[src/rtl/wam_round_ctrl.sv]
// wam_round_ctrl -- whack-a-mole round scheduler.
// Sequences gap/light phases, picks the mole from the LFSR value, scores
// keypad hits/misses and enforces the normal/timed/deathmatch/continuity
// end conditions.
// Optional feature: define WAM_ROUND_CTRL_REPEAT_FILTER_EN to stop the same
// mole being shown twice in a row (first round after start is unfiltered).
module wam_round_ctrl #(
    parameter int SEC_CYCLES = 50_000_000,
    parameter int TIMED_SECS = 60
) (
    input  logic       clk,
    input  logic       reset,
    input  logic       start,
    input  logic [3:0] mode,
    input  logic [3:0] level,
    input  logic       extended,
    input  logic [3:0] rand_pos,
    input  logic       key_valid,
    input  logic [3:0] key,
    output logic [8:0] led,
    output logic [3:0] light_pos,
    output logic [5:0] hits,
    output logic [5:0] misses,
    output logic [5:0] rounds,
    output logic [5:0] secs_left,
    output logic [1:0] level_cur,
    output logic       busy,
    output logic       game_over
);

    // Phase counter holds up to 2S-1, prescaler up to S-1.
    localparam int CW = $clog2(2 * SEC_CYCLES);
    localparam int PW = $clog2(SEC_CYCLES);

`ifdef WAM_ROUND_CTRL_REPEAT_FILTER_EN
    localparam bit FILTER_EN = 1'b1;
`else
    localparam bit FILTER_EN = 1'b0;
`endif

    typedef enum logic [1:0] {ST_IDLE, ST_GAP, ST_ON, ST_DONE} state_t;
    typedef enum logic [1:0] {MD_NORMAL, MD_TIMED, MD_DEATH, MD_CONT} mode_t;

    state_t        state_q, state_d;
    mode_t         mode_q, mode_d;
    logic [5:0]    limit_q, limit_d;
    logic [CW-1:0] cnt_q, cnt_d;
    logic [PW-1:0] pre_q, pre_d;
    logic          first_q, first_d;
    logic [8:0]    led_q, led_d;
    logic [3:0]    pos_q, pos_d;
    logic [5:0]    hits_q, hits_d;
    logic [5:0]    misses_q, misses_d;
    logic [5:0]    rounds_q, rounds_d;
    logic [5:0]    secs_q, secs_d;
    logic [1:0]    lvl_q, lvl_d;
    logic          busy_q, busy_d;
    logic          over_q, over_d;

    mode_t         start_mode;
    logic [1:0]    start_lvl;
    logic [1:0]    lvl_next;
    logic [3:0]    mapped_pos;
    logic [3:0]    pick_pos;
    logic          hit;
    logic          round_miss;
    logic          round_end;
    logic          timer_tick;
    logic          timer_expire;

    // Gap length minus one for a level index.
    function automatic logic [CW-1:0] gap_load(input logic [1:0] lvl);
        case (lvl)
            2'd0:    return CW'(2 * SEC_CYCLES - 1);
            2'd1:    return CW'(SEC_CYCLES - 1);
            2'd2:    return CW'(SEC_CYCLES / 2 - 1);
            default: return CW'(SEC_CYCLES / 4 - 1);
        endcase
    endfunction

    // Light-on length minus one for a level index.
    function automatic logic [CW-1:0] on_load(input logic [1:0] lvl);
        case (lvl)
            2'd0:    return CW'(2 * SEC_CYCLES - 1);
            2'd3:    return CW'(SEC_CYCLES / 2 - 1);
            default: return CW'(SEC_CYCLES - 1);
        endcase
    endfunction

    // Score counters stick at full scale instead of wrapping.
    function automatic logic [5:0] sat_inc(input logic [5:0] v);
        return (v == 6'd63) ? v : v + 6'd1;
    endfunction

    function automatic mode_t decode_mode(input logic [3:0] m);
        case (m)
            4'b0010: return MD_TIMED;
            4'b0100: return MD_DEATH;
            4'b1000: return MD_CONT;
            default: return MD_NORMAL;
        endcase
    endfunction

    function automatic logic [1:0] decode_level(input logic [3:0] l);
        case (l)
            4'b0001: return 2'd0;
            4'b0100: return 2'd2;
            4'b1000: return 2'd3;
            default: return 2'd1;
        endcase
    endfunction

    // Next-state and next-output computation for the whole scheduler.
    always_comb begin
        // NOTE: every _d starts from its _q so no path leaves it unassigned (no latches).
        state_d    = state_q;
        mode_d     = mode_q;
        limit_d    = limit_q;
        cnt_d      = cnt_q;
        pre_d      = pre_q;
        first_d    = first_q;
        led_d      = led_q;
        pos_d      = pos_q;
        hits_d     = hits_q;
        misses_d   = misses_q;
        rounds_d   = rounds_q;
        secs_d     = secs_q;
        lvl_d      = lvl_q;

        start_mode = decode_mode(mode);
        start_lvl  = (start_mode == MD_CONT) ? 2'd0 : decode_level(level);
        mapped_pos = (rand_pos >= 4'd9) ? rand_pos - 4'd9 : rand_pos;
        pick_pos   = (FILTER_EN && !first_q && mapped_pos == pos_q)
                     ? ((mapped_pos == 4'd8) ? 4'd0 : mapped_pos + 4'd1)
                     : mapped_pos;

        hit        = (state_q == ST_ON) && key_valid && (key == pos_q);
        round_miss = (state_q == ST_ON) && !hit &&
                     ((cnt_q == '0) || (key_valid && mode_q == MD_DEATH));
        round_end  = hit || round_miss;
        lvl_next   = lvl_q;
        if (mode_q == MD_CONT && rounds_q[2:0] == 3'd0 && lvl_q != 2'd3)
            lvl_next = lvl_q + 2'd1;

        timer_tick   = (mode_q == MD_TIMED) && (state_q == ST_GAP || state_q == ST_ON) &&
                       (pre_q == '0);
        timer_expire = timer_tick && (secs_q == 6'd1);
        if (state_q == ST_GAP || state_q == ST_ON) begin
            pre_d = timer_tick ? PW'(SEC_CYCLES - 1) : pre_q - PW'(1);
            if (timer_tick)
                secs_d = secs_q - 6'd1;
        end

        case (state_q)
            ST_IDLE, ST_DONE: begin
                if (start) begin
                    state_d  = ST_GAP;
                    mode_d   = start_mode;
                    limit_d  = extended ? 6'd50 : 6'd25;
                    lvl_d    = start_lvl;
                    secs_d   = (start_mode == MD_TIMED) ? 6'(TIMED_SECS) : 6'd0;
                    hits_d   = '0;
                    misses_d = '0;
                    rounds_d = '0;
                    led_d    = '0;
                    first_d  = 1'b1;
                    cnt_d    = gap_load(start_lvl);
                    pre_d    = PW'(SEC_CYCLES - 1);
                end
            end
            ST_GAP: begin
                if (cnt_q == '0) begin
                    state_d  = ST_ON;
                    pos_d    = pick_pos;
                    led_d    = 9'd1 << pick_pos;
                    rounds_d = sat_inc(rounds_q);
                    first_d  = 1'b0;
                    cnt_d    = on_load(lvl_q);
                end else begin
                    cnt_d = cnt_q - CW'(1);
                end
            end
            default: begin // ST_ON
                if (round_end) begin
                    led_d = '0;
                    lvl_d = lvl_next;
                    if (hit)
                        hits_d = sat_inc(hits_q);
                    else
                        misses_d = sat_inc(misses_q);
                    if ((mode_q == MD_DEATH && round_miss) ||
                        (mode_q != MD_TIMED && rounds_q == limit_q)) begin
                        state_d = ST_DONE;
                    end else begin
                        state_d = ST_GAP;
                        cnt_d   = gap_load(lvl_next);
                    end
                end else begin
                    cnt_d = cnt_q - CW'(1);
                end
            end
        endcase

        // Clock running out overrides the round outcome, but a same-cycle hit still scores.
        if (timer_expire) begin
            state_d = ST_DONE;
            led_d   = '0;
        end

        busy_d = (state_d == ST_GAP) || (state_d == ST_ON);
        over_d = (state_d == ST_DONE);
    end

    // State and registered outputs; reset clears everything to IDLE / zero.
    always_ff @(posedge clk or posedge reset) begin
        if (reset) begin
            state_q  <= ST_IDLE;
            mode_q   <= MD_NORMAL;
            limit_q  <= '0;
            cnt_q    <= '0;
            pre_q    <= '0;
            first_q  <= 1'b0;
            led_q    <= '0;
            pos_q    <= '0;
            hits_q   <= '0;
            misses_q <= '0;
            rounds_q <= '0;
            secs_q   <= '0;
            lvl_q    <= '0;
            busy_q   <= 1'b0;
            over_q   <= 1'b0;
        end else begin
            // NOTE: non-blocking so every flop samples the pre-edge values together.
            state_q  <= state_d;
            mode_q   <= mode_d;
            limit_q  <= limit_d;
            cnt_q    <= cnt_d;
            pre_q    <= pre_d;
            first_q  <= first_d;
            led_q    <= led_d;
            pos_q    <= pos_d;
            hits_q   <= hits_d;
            misses_q <= misses_d;
            rounds_q <= rounds_d;
            secs_q   <= secs_d;
            lvl_q    <= lvl_d;
            busy_q   <= busy_d;
            over_q   <= over_d;
        end
    end

    assign led       = led_q;
    assign light_pos = pos_q;
    assign hits      = hits_q;
    assign misses    = misses_q;
    assign rounds    = rounds_q;
    assign secs_left = secs_q;
    assign level_cur = lvl_q;
    assign busy      = busy_q;
    assign game_over = over_q;

endmodule

[config.mk]
export PLATFORM = sky130hd
export DESIGN_NAME = wam_round_ctrl
export DESIGN_NICKNAME = d
export VERILOG_FILES = /design/src/rtl/wam_round_ctrl.sv
export SDC_FILE = /design/constraint.sdc
export NUM_CORES = 1
export LEC_CHECK = 0
export ABC_AREA = 1
export CAP_MARGIN = 20
export CORE_MARGIN = 2
export CORE_UTILIZATION = 50
export CTS_CLUSTER_SIZE = 28
export DETAILED_ROUTE_END_ITERATION = 12
export GPL_TIMING_DRIVEN = 0
export PLACE_DENSITY = 0.69
export REMOVE_ABC_BUFFERS = 1
export SETUP_SLACK_MARGIN = 0.4
export SLEW_MARGIN = 20
export SYNTH_ARGS = -nofsm -noshare
export SYNTH_HDL_FRONTEND = slang
export SYNTH_SLANG_ARGS = --single-unit
[constraint.sdc]
create_clock -name clk -period 7.35 [get_ports clk]
set_input_delay 1.47 -clock clk [delete_from_list [all_inputs] [get_ports clk]]
set_output_delay 1.47 -clock clk [all_outputs]
set_load 0.02 [all_outputs]
# Word level (Yosys, flattened, before mapping)
# Index checks and enable logic that the tools add are counted.
# word_totals
register_bits,104
latchBits,0
ramBits,0
mem_bits_ro,0
inputBits,21
output_inout_bits,41
wordCells,151
n_memories,0
# op_classes
n_addsub,8
multipliers,0
n_div,0
magnitude_cmp,1
eq_ne,39
n_shift,1
n_mux,49
bitwise,1
reduce_logical,38
# op_table
cell,n
$pmux 27 s3,2
$mux 27,4
$pmux 27 s2,2
$mux 26,4
$mux 6,15
$mux 9,4
$pmux 6 s2,3
$logic_not 27->1,1
$sub 27x1->27 const B,1
$logic_not 26->1,1
$sub 26x1->26 const B,1
$eq 2x2->1 const B,10
$add 6x1->6 const B,3
$eq 6x6->1 const B,3
$mux 2,9
$pmux 9 s2,1
$eq 2x1->1 const B,6
$logic_and 1x1->1,12
$pmux 2 s3,2
$reduce_and 5->1,2
$shl 1x4->9 const A,1
$eq 4x3->1 const B,2
$eq 4x4->1 const B,2
$logic_not 2->1,4
25 further kinds,42

# Depth between registers and ports, before layout
# Gate-level depths: netlist of the first run.
# depth
ltp_word,14
mapped_depth,17
mapped_depth_nobuf,16

# Worst setup path after synthesis of the first run
# OpenSTA, ideal clock, no wires.
# synth_timing
path_type,in2reg
startpoint,in key[3]
endpoint,reg busy_q (netlist: busy)
setup_time_ns,0.126
arrival_time_ns,2.741
required_time_ns,7.224
setup_slack_ns,4.484
path_stages,11
path_buffers,1
cell_sequence,inv_1 nand2_1 nand3_1 nor2_1 a21boi_1 nand2_4 nand3_2 buf_2 o22ai_1 nand3_1 ha_1
# synth_between
word_cells_on_any_way,15
cone_classes,eq/ne: 3; mux: 4; reduce/logical: 8
# synth_rtl
item,line,rtl
start: declaration,19,"input logic [3:0] key,"
$eq 4x4->1 (*),137,hit = (state_q == ST_ON) && key_valid && (key == pos_q);
$logic_and 1x1->1 (*),137,
$logic_not 1->1,138,round_miss = (state_q == ST_ON) && !hit &&
$logic_and 1x1->1 (2 in series),138,
$logic_or 1x1->1 (*),140,round_end = hit || round_miss;
$mux 2 (*),184,if (round_end) begin
$pmux 2 s2 (*),154,case (state_q)
$mux 2 (*),205,if (timer_expire) begin
via state_d[0],44,"state_t state_q, state_d;"
$eq 2x1->1 or $eq 2x2->1 (tied branches),210,busy_d = (state_d == ST_GAP) || (state_d == ST_ON);
$logic_or 1x1->1 (*),210,
via busy_d,57,"logic busy_q, busy_d;"
end signal: assignment,247,busy_q <= busy_d;
end: declaration,57,
# Mark *: on every way through the listed nets, which the timed path passes. The rest lies on a longest branch.
# A chain may end at the register's enable or synchronous reset.

# Worst setup path after layout of the first run
# layout_timing
startpoint,in key[3]
endpoint,reg cnt_q[17]
# layout_between
elab_chain_len,9
word_cells_on_any_way,12
cone_classes,eq/ne: 2; mux: 2; reduce/logical: 8
# layout_rtl
item,line,rtl
$eq 4x4->1 (*),137,
$logic_and 1x1->1 (*),137,
$logic_not 1->1,138,
$logic_and 1x1->1 (2 in series),138,
$logic_and 1x1->1,191,if ((mode_q == MD_DEATH && round_miss) ||
$logic_or 1x1->1,191,
$ne 4x3->1 (no line),--,
$reduce_and 2->1 (no line),--,
end signal: assignment,237,cnt_q <= cnt_d;
end: declaration,47,"logic [CW-1:0] cnt_q, cnt_d;"
# Every way passes the cells marked *; elsewhere a longest branch is shown, timed or not.

==> impl_summary.log, run 1 <==
[metrics] result of the run: completed
[metrics] pwr/cell area: 322 nW/µm²
[metrics] # resized after CTS: 0
[metrics] global-route wire length before repair: 27.8 mm
[metrics] I/O Buffers: 61
[metrics] number of maximum-capacitance constraint violations: 0
[metrics] H-Tree Level Count: 3
[metrics] clk root buf: sky130_fd_sc_hd__clkbuf_16
[metrics] Worst-Margin Slew: 0.934 ns
[metrics] post-synthesis instance area: 6850 µm²
[metrics] kind of capture point of the worst setup path: flip-flop
[metrics] synth unique cells: 45
[metrics] Num Clock Sinks: 101
[metrics] EDFF count, synth: 0
[metrics] area of the die: 14600 µm²
[metrics] detailed placement HPWL: 12.3 mm
[metrics] gate count after technology mapping: 990
[metrics] worst stage delay on the critical path: 0.53 ns
[metrics] RSZ-0062 raised after global routing: no
[metrics] final RePlAce weighted congestion: 0.901
[metrics] die width: 121 µm
[metrics] Critical Setup Path Class: in -> reg
[metrics] detailed-route wire length: 16.8 mm
[metrics] buffer count from post-CTS setup fixing: 0
[metrics] total congestion overflow after global routing: 0
[metrics] final non-filler cell area: 7870 µm²
[metrics] worst setup path start: key[3]
[metrics] count of final setup violators: 0
[metrics] LEAKAGE: 3.79 nW
[metrics] GRT Overall Usage: 23.7%
[metrics] number of register bits inferred by synthesis: 101
[metrics] leading cell type in the layout, fill and taps excluded: sky130_fd_sc_hd__nand2_1
[metrics] standard cell core area: 13300 µm²
[metrics] Clock Tree Buf Depth: 2
[metrics] Pre-Repair DR Iteration Count: 5
[metrics] hold wc startpoint: led[2]
[metrics] via/cell ratio: 5.19
[metrics] total number of vias: 6338
[metrics] Reg2Reg Launch Point: state_q[0]
[metrics] Worst setup SP type: primary input
[metrics] most frequent CP cell: sky130_fd_sc_hd__nand2_1
[metrics] worst min-delay path category: reg -> reg
[metrics] clock buffers created by TritonCTS: 9
[metrics] destination of the worst register-to-register timing path: pre_q[2]
[metrics] row count: 42
[metrics] via count of the first global-routing pass: 5779
[metrics] Avg Cell Area, Syn: 6.91 µm²
[metrics] net count reported at finish: 1079
[metrics] Hold Violations, Final: 0
[metrics] part of the Yosys area used for sequential elements: 36.9%
[metrics] Post-synth ARST share: 100%
[metrics] antenna violations before repair: 0
[metrics] Max stage delay cell, worst path: sky130_fd_sc_hd__nand2_2
[metrics] Starting Density: 51.5%
[metrics] Final ANT Viol Nets: 0
[metrics] share of post-route cells with drive strength above 1: 6.32%
[metrics] commonest register cell after synthesis: sky130_fd_sc_hd__dfrtp_1
[metrics] Setup Skew: 0.0124 ns
[metrics] setup slack, reg-to-reg: 3.63 ns
[metrics] worst-case headroom to the max-slew limit: 37.7%
[metrics] Worst Hold End: led[2]
[metrics] initial detailed-routing violation count: 471
[metrics] Max Clk Rate: 265 MHz
[metrics] number of top-level pins: 62
[metrics] clock tree from TritonCTS: done
[metrics] largest net degree at the start of global routing: 57
[metrics] critical-path maximum fanout: 40
[metrics] cells on worst reg2reg path: 13
[metrics] synthesis-to-finish area growth: 14.9%
[metrics] min cycle time layout: 3.78 ns
[metrics] later-pin clock latency in the skew report: 0.36 ns
[metrics] Worst IR Drop VDD: 0.000172 V
[metrics] setup_tns: 0 ns
[metrics] required time of the critical path: 7.59 ns
[metrics] Die Height: 121 µm
[metrics] Period Utilization, post-route: 51.4%
[metrics] clock-pin slew reported for the worst setup and hold paths after clock tree synthesis: 0.07 ns
[metrics] Arr. time, crit path: 4.02 ns
[metrics] Final Slew Violations: 0
[metrics] Cells on Worst Hold Path: 2
[metrics] number of buffers inserted for hold repair after clock tree synthesis: 0
[metrics] number of antenna repair diodes: 0
[metrics] routed len/inst: 13.8 µm
[metrics] # DRC: 0
[metrics] Cell Area, Placed: 7580 µm²
[metrics] cells along the critical path: clkdlybuf4s50_1 -> inv_1 -> nand2_1 -> nand3_1 -> nor2_1 -> nand2_1 -> nand2_4 -> nand3_2 -> nand2_2 -> inv_2 -> nand2_1 -> nand2_1
[metrics] Filler cells: 1260
[metrics] most used cells in the layout excluding fill and tap cells: 307 x sky130_fd_sc_hd__nand2_1, 121 x sky130_fd_sc_hd__nor2_1, 106 x sky130_fd_sc_hd__inv_1
[metrics] Ys Warns: 0
-- synthesized netlist by cell type (all sizes together) (2+ instances only) --
cell | count | area (µm²)
o22ai | 3 | 18.8
clkbuf | 7 | 26.3
ha | 18 | 225
a21oi | 15 | 75.1
xnor2 | 14 | 123
xor2 | 36 | 315
clkinv | 2 | 7.51
buf | 16 | 104
or2 | 7 | 43.8
inv | 114 | 428
nand3 | 75 | 395
nor4 | 5 | 31.3
nor3 | 21 | 110
nor2 | 134 | 551
o2111ai | 2 | 17.5
dfrtp | 101 | 2530
o211ai | 2 | 15.0
o31ai | 3 | 22.5
nand3b | 9 | 67.6
nand4 | 13 | 87.6
nand2 | 316 | 1220
a22oi | 2 | 15.0
o21ai | 68 | 363
-- how the worst max path moves through the flow --
stage | end | slack, ns | cells past startpoint
finish | cnt_q[17] | 3.57 | 12
global route | pre_q[2] | 3.32 | 13
CTS | cnt_q[17] | 3.59 | 12
detailed placement | cnt_q[17] | 3.22 | 12
global placement | led[3] | 1.57 | 2
floorplan | busy | 3.23 | 1
-- final cells by class --
type	count	area (µm²)	share of cell area [%]
clock buffer	9	225	2.86
multi-input combinational	750	3750	47.7
clock inverter	7	63.8	0.811
sequential	101	2530	32.1
inverter	116	440	5.60
timing repair buffer	62	638	8.11
tap	176	220	2.80
-- critical path: cells and delay by family --
| kind | cells | cell delay [ns] |
|---|---|---|
| buffers and inverters | 3 | 0.84 |
| and+or+nand+nor | 9 | 1.68 |
-- where the power goes --
part           internal [W]  total [W]  leakage, nW  switching [W]
combinational      0.000421    0.00119         2.43       0.000766
clock              0.000238   0.000468        0.142       0.000230
sequential         0.000706   0.000878         1.22       0.000172
total               0.00136    0.00253         3.79        0.00117
-- routing by layer --
layer  global-route usage [%]  wire length, µm
met3                     4.61              854
met1                     33.6             8170
met4                     7.05              290
met5                        0                0
met2                     36.8             7520
-- stage by stage --
| stage | setup WS [ns] | hold WS [ns] | instances | utilization, % | power, W |
|---|---|---|---|---|---|
| 2_1_floorplan | 3.23 | 0.447 | 967 | - | 0.00168 |
| 3_3_place_gp | 1.57 | 0.457 | 1204 | 56.8 | 0.00204 |
| 3_5_place_dp | 3.22 | 0.464 | 1205 | 57.0 | 0.00205 |
| 4_1_cts | 3.59 | 0.480 | 1221 | 59.2 | 0.00254 |
| 5_1_grt | 3.32 | 0.503 | 1221 | 59.2 | 0.00274 |
| 6_report | 3.57 | 0.478 | 1221 | 59.2 | 0.00253 |
-- registers in the layout, indices dropped and copies added, names as in the netlist, 3 cells and up --
signal and flops:
led 9, hits 6, rounds 6, limit_q 3, light_pos 4, pre_q 26, secs_left 6, misses 6
cnt_q 27
-- cells by family after synthesis --
logic type                 after synthesis  synth area share [%]
and+or+nand+nor                        581                  36.7
AOI/OAI and AO/OA                      101                  8.41
xor gates and xnor gates                50                  6.40
adders and majority gates               18                  3.29
buffers and inverters                  139                  8.26
DFF                                    101                  36.9
Note: power is estimated with default switching activity, not from simulation.
==> run 2: changes to the inputs <==
==> constraint.sdc (replaced) <==
create_clock -name clk -period 3.75 [get_ports clk]
set_input_delay 0.75 -clock clk [delete_from_list [all_inputs] [get_ports clk]]
set_output_delay 0.75 -clock clk [all_outputs]
set_load 0.02 [all_outputs]
==> run 2 against run 1 <==
Compared with the run above: first-iteration DRC count fell by 8.9%; global-route usage about the same; power grew 96%; setup slack got worse by 2.8 ns; register-to-register slack lost 2.9 ns; clock power grew 96%; largest cell class unchanged; largest power group unchanged.
==> impl_summary.log, run 2 (same netlist as run 1, synthesis figures left out) <==
[metrics] result of the run: completed
[metrics] largest register by flop count: cnt_q
[metrics] buffer count from post-CTS setup fixing: 0 (unchanged)
[metrics] Arr. time, crit path: 3.22 ns (-0.80 ns)
[metrics] final cell count without fillers: 1221 (unchanged)
[metrics] Max Clk Rate: 335 MHz
[metrics] Setup Skew: 0.0123 ns (-0.0000486 ns)
[metrics] share of post-route cells with drive strength above 1: 6.60% (+0.29 points)
[metrics] I/O Buffers: 61 (unchanged)
[metrics] clk root buf: sky130_fd_sc_hd__clkbuf_16
[metrics] via count of the first global-routing pass: 5775 (-0.069%)
[metrics] antenna violations before repair: 0 (unchanged)
[metrics] clock share of power: 18.4% (about the same)
[metrics] number of maximum-capacitance constraint violations: 0 (unchanged)
[metrics] total congestion overflow after global routing: 0 (unchanged)
[metrics] Die Height: 121 µm (unchanged)
[metrics] worst min-delay path category: reg -> reg
[metrics] Critical Setup Path Class: reg -> reg
[metrics] final RePlAce weighted congestion: 0.901 (unchanged)
[metrics] clock tree from TritonCTS: done
[metrics] Starting Density: 51.5% (unchanged)
[metrics] max FFs per register: 27 (unchanged)
[metrics] NetSw: 0.00229 W (+96%)
[metrics] Period Utilization, post-route: 79.5%
[metrics] pwr/cell area: 631 nW/µm² (+96%)
[metrics] routed len/inst: 13.8 µm (-0.14%)
[metrics] die width: 121 µm (unchanged)
[metrics] detailed placement HPWL: 12.3 mm (unchanged)
[metrics] Worst setup SP type: flip-flop
[metrics] global-route wire length before repair: 27.8 mm (+0.12%)
[metrics] WHS: 0.478 ns (-0.0000360 ns)
[metrics] Filler cells: 1259 (-0.079%)
[metrics] setup_tns: 0 ns (unchanged)
[metrics] standard cell core area: 13300 µm² (unchanged)
[metrics] initial detailed-routing violation count: 429 (-8.9%)
[metrics] # placed instances: 1205 (unchanged)
[metrics] Clock Tree Buf Depth: 2 (unchanged)
[metrics] RSZ-0062 raised after global routing: no
[metrics] Multi-input gate area: 3770 µm² (+0.47%)
[metrics] Worst-Margin Slew: 0.768 ns (-0.166 ns)
[metrics] via/cell ratio: 5.20 (+0.13%)
[metrics] final non-filler cell area: 7890 µm² (+0.29%)
[metrics] FF+latch area: 2530 µm² (unchanged)
[metrics] total number of vias: 6346 (+0.13%)
[metrics] Cell Area, Placed: 7580 µm² (unchanged)
[metrics] register share of total power: 34.6% (about the same)
[metrics] Reg2Reg Launch Point: state_q[0]
[metrics] Final ANT Viol Nets: 0 (unchanged)
[metrics] worst-case headroom to the max-slew limit: 48.8% (+11 points)
[metrics] synthesis-to-finish area growth: 15.3%
[metrics] required time of the critical path: 3.99 ns (-3.60 ns)
[metrics] area of the die: 14600 µm² (unchanged)
[metrics] leading cell type in the layout, fill and taps excluded: sky130_fd_sc_hd__nand2_1
[metrics] H-Tree Level Count: 3 (unchanged)
[metrics] Sw Share: 46.1% (about the same)
[metrics] Hold Violations, Final: 0 (unchanged)
[metrics] clock-pin slew reported for the worst setup and hold paths after clock tree synthesis: 0.07 ns (about the same)
[metrics] Num Clock Sinks: 101 (unchanged)
[metrics] detailed-route wire length: 16.8 mm (-0.14%)
[metrics] # DRC: 0 (unchanged)
[metrics] largest net degree at the start of global routing: 57 (unchanged)
[metrics] Worst IR Drop VDD: 0.000336 V (+95%)
[metrics] worst setup path start: state_q[0]
[metrics] Comb power frac: 47.0% (about the same)
[metrics] hold wc startpoint: led[2]
[metrics] number of antenna repair diodes: 0 (unchanged)
[metrics] number of top-level pins: 62 (unchanged)
[metrics] clock buffers created by TritonCTS: 9 (unchanged)
[metrics] GRT Overall Usage: 23.8% (+0.040 points)
[metrics] later-pin clock latency in the skew report: 0.36 ns (about the same)
[metrics] most used cells in the layout excluding fill and tap cells: 307 x sky130_fd_sc_hd__nand2_1, 120 x sky130_fd_sc_hd__nor2_1, 106 x sky130_fd_sc_hd__inv_1
[metrics] row count: 42 (unchanged)
[metrics] kind of capture point of the worst setup path: flip-flop
[metrics] count of final setup violators: 0 (unchanged)
[metrics] Final Slew Violations: 0 (unchanged)
[metrics] Pre-Repair DR Iteration Count: 5 (unchanged)
[metrics] Pint: 0.00268 W (+97%)
[metrics] min cycle time layout: 2.98 ns
[metrics] LEAKAGE: 3.79 nW (about the same)
[metrics] net count reported at finish: 1079 (unchanged)
[metrics] critical-path maximum fanout: 26 (-35%)
[run 2: cell counts in the layout (fill, tap and decap cells not counted)]
No cell type changed its count.
[run 2: critical path: stages, from the launching register on]
cell and delay [ns]:
sky130_fd_sc_hd__dfrtp_1 0.39, sky130_fd_sc_hd__inv_1 0.08, sky130_fd_sc_hd__ha_2 0.51, sky130_fd_sc_hd__inv_6 0.27, sky130_fd_sc_hd__nand2_2 0.11, sky130_fd_sc_hd__nor2_4 0.15, sky130_fd_sc_hd__nand2_2 0.11, sky130_fd_sc_hd__nor2_2 0.18
sky130_fd_sc_hd__nand3_2 0.18, sky130_fd_sc_hd__nor3_2 0.19, sky130_fd_sc_hd__nand3_1 0.25, sky130_fd_sc_hd__nand3_1 0.19, sky130_fd_sc_hd__ha_1 0.25
[run 2: final cells by class]
cell class	count	area share (%)
well taps	176	2.79
clock inverters	7	0.809
inverters	116	5.65
repair buffers	62	8.09
flip-flops and latches	101	32.0
multi-input cells	750	47.8
clock buffers	9	2.85
[run 2: repair_timing]
action                                  CTS  global route
gates resized for setup                   2             6
hold buffers                              0             0
endpoints found under the setup margin   33            18
[run 2: path summary, 6_finish.rpt]
kind	end	slack (ns)	cells after the start
worst max-delay path	busy	0.77	12
worst min-delay path	led[2]	0.48	2
worst max register to register	busy	0.77	12
worst min register to register	led[2]	0.48	2
max in group asynchronous	busy	2.34	3
min in group asynchronous	misses[4]	0.80	2
[run 2: power by group through the flow]
stage	Combinational (W)	Sequential, W	Clock (W)
floorplan	0.00152	0.00177	0
global placement	0.00227	0.00173	0
detailed placement	0.00230	0.00172	0
CTS	0.00232	0.00171	0.000943
global route	0.00264	0.00176	0.000978
finish	0.00234	0.00172	0.000918
[run 2: through the flow]
stage	setup slack [ns]	power, W	util (%)
after global placement	-1.31	0.00400	56.8
final	0.768	0.00498	59.3
after global routing	0.422	0.00538	59.3
after detailed placement	0.0216	0.00402	57.0
after CTS	0.423	0.00498	59.2
after floorplan	0.353	0.00329	-
[run 2: per-layer routing]
metal	share of wire [%]	wire length, µm	vias to the layer above	GRT usage (%)
li1	-	-	3256	-
met4	1.6	263	0	7.05
met5	0	0	-	0
met3	5.1	863	22	4.61
met2	45	7510	166	36.8
met1	49	8160	2902	33.8
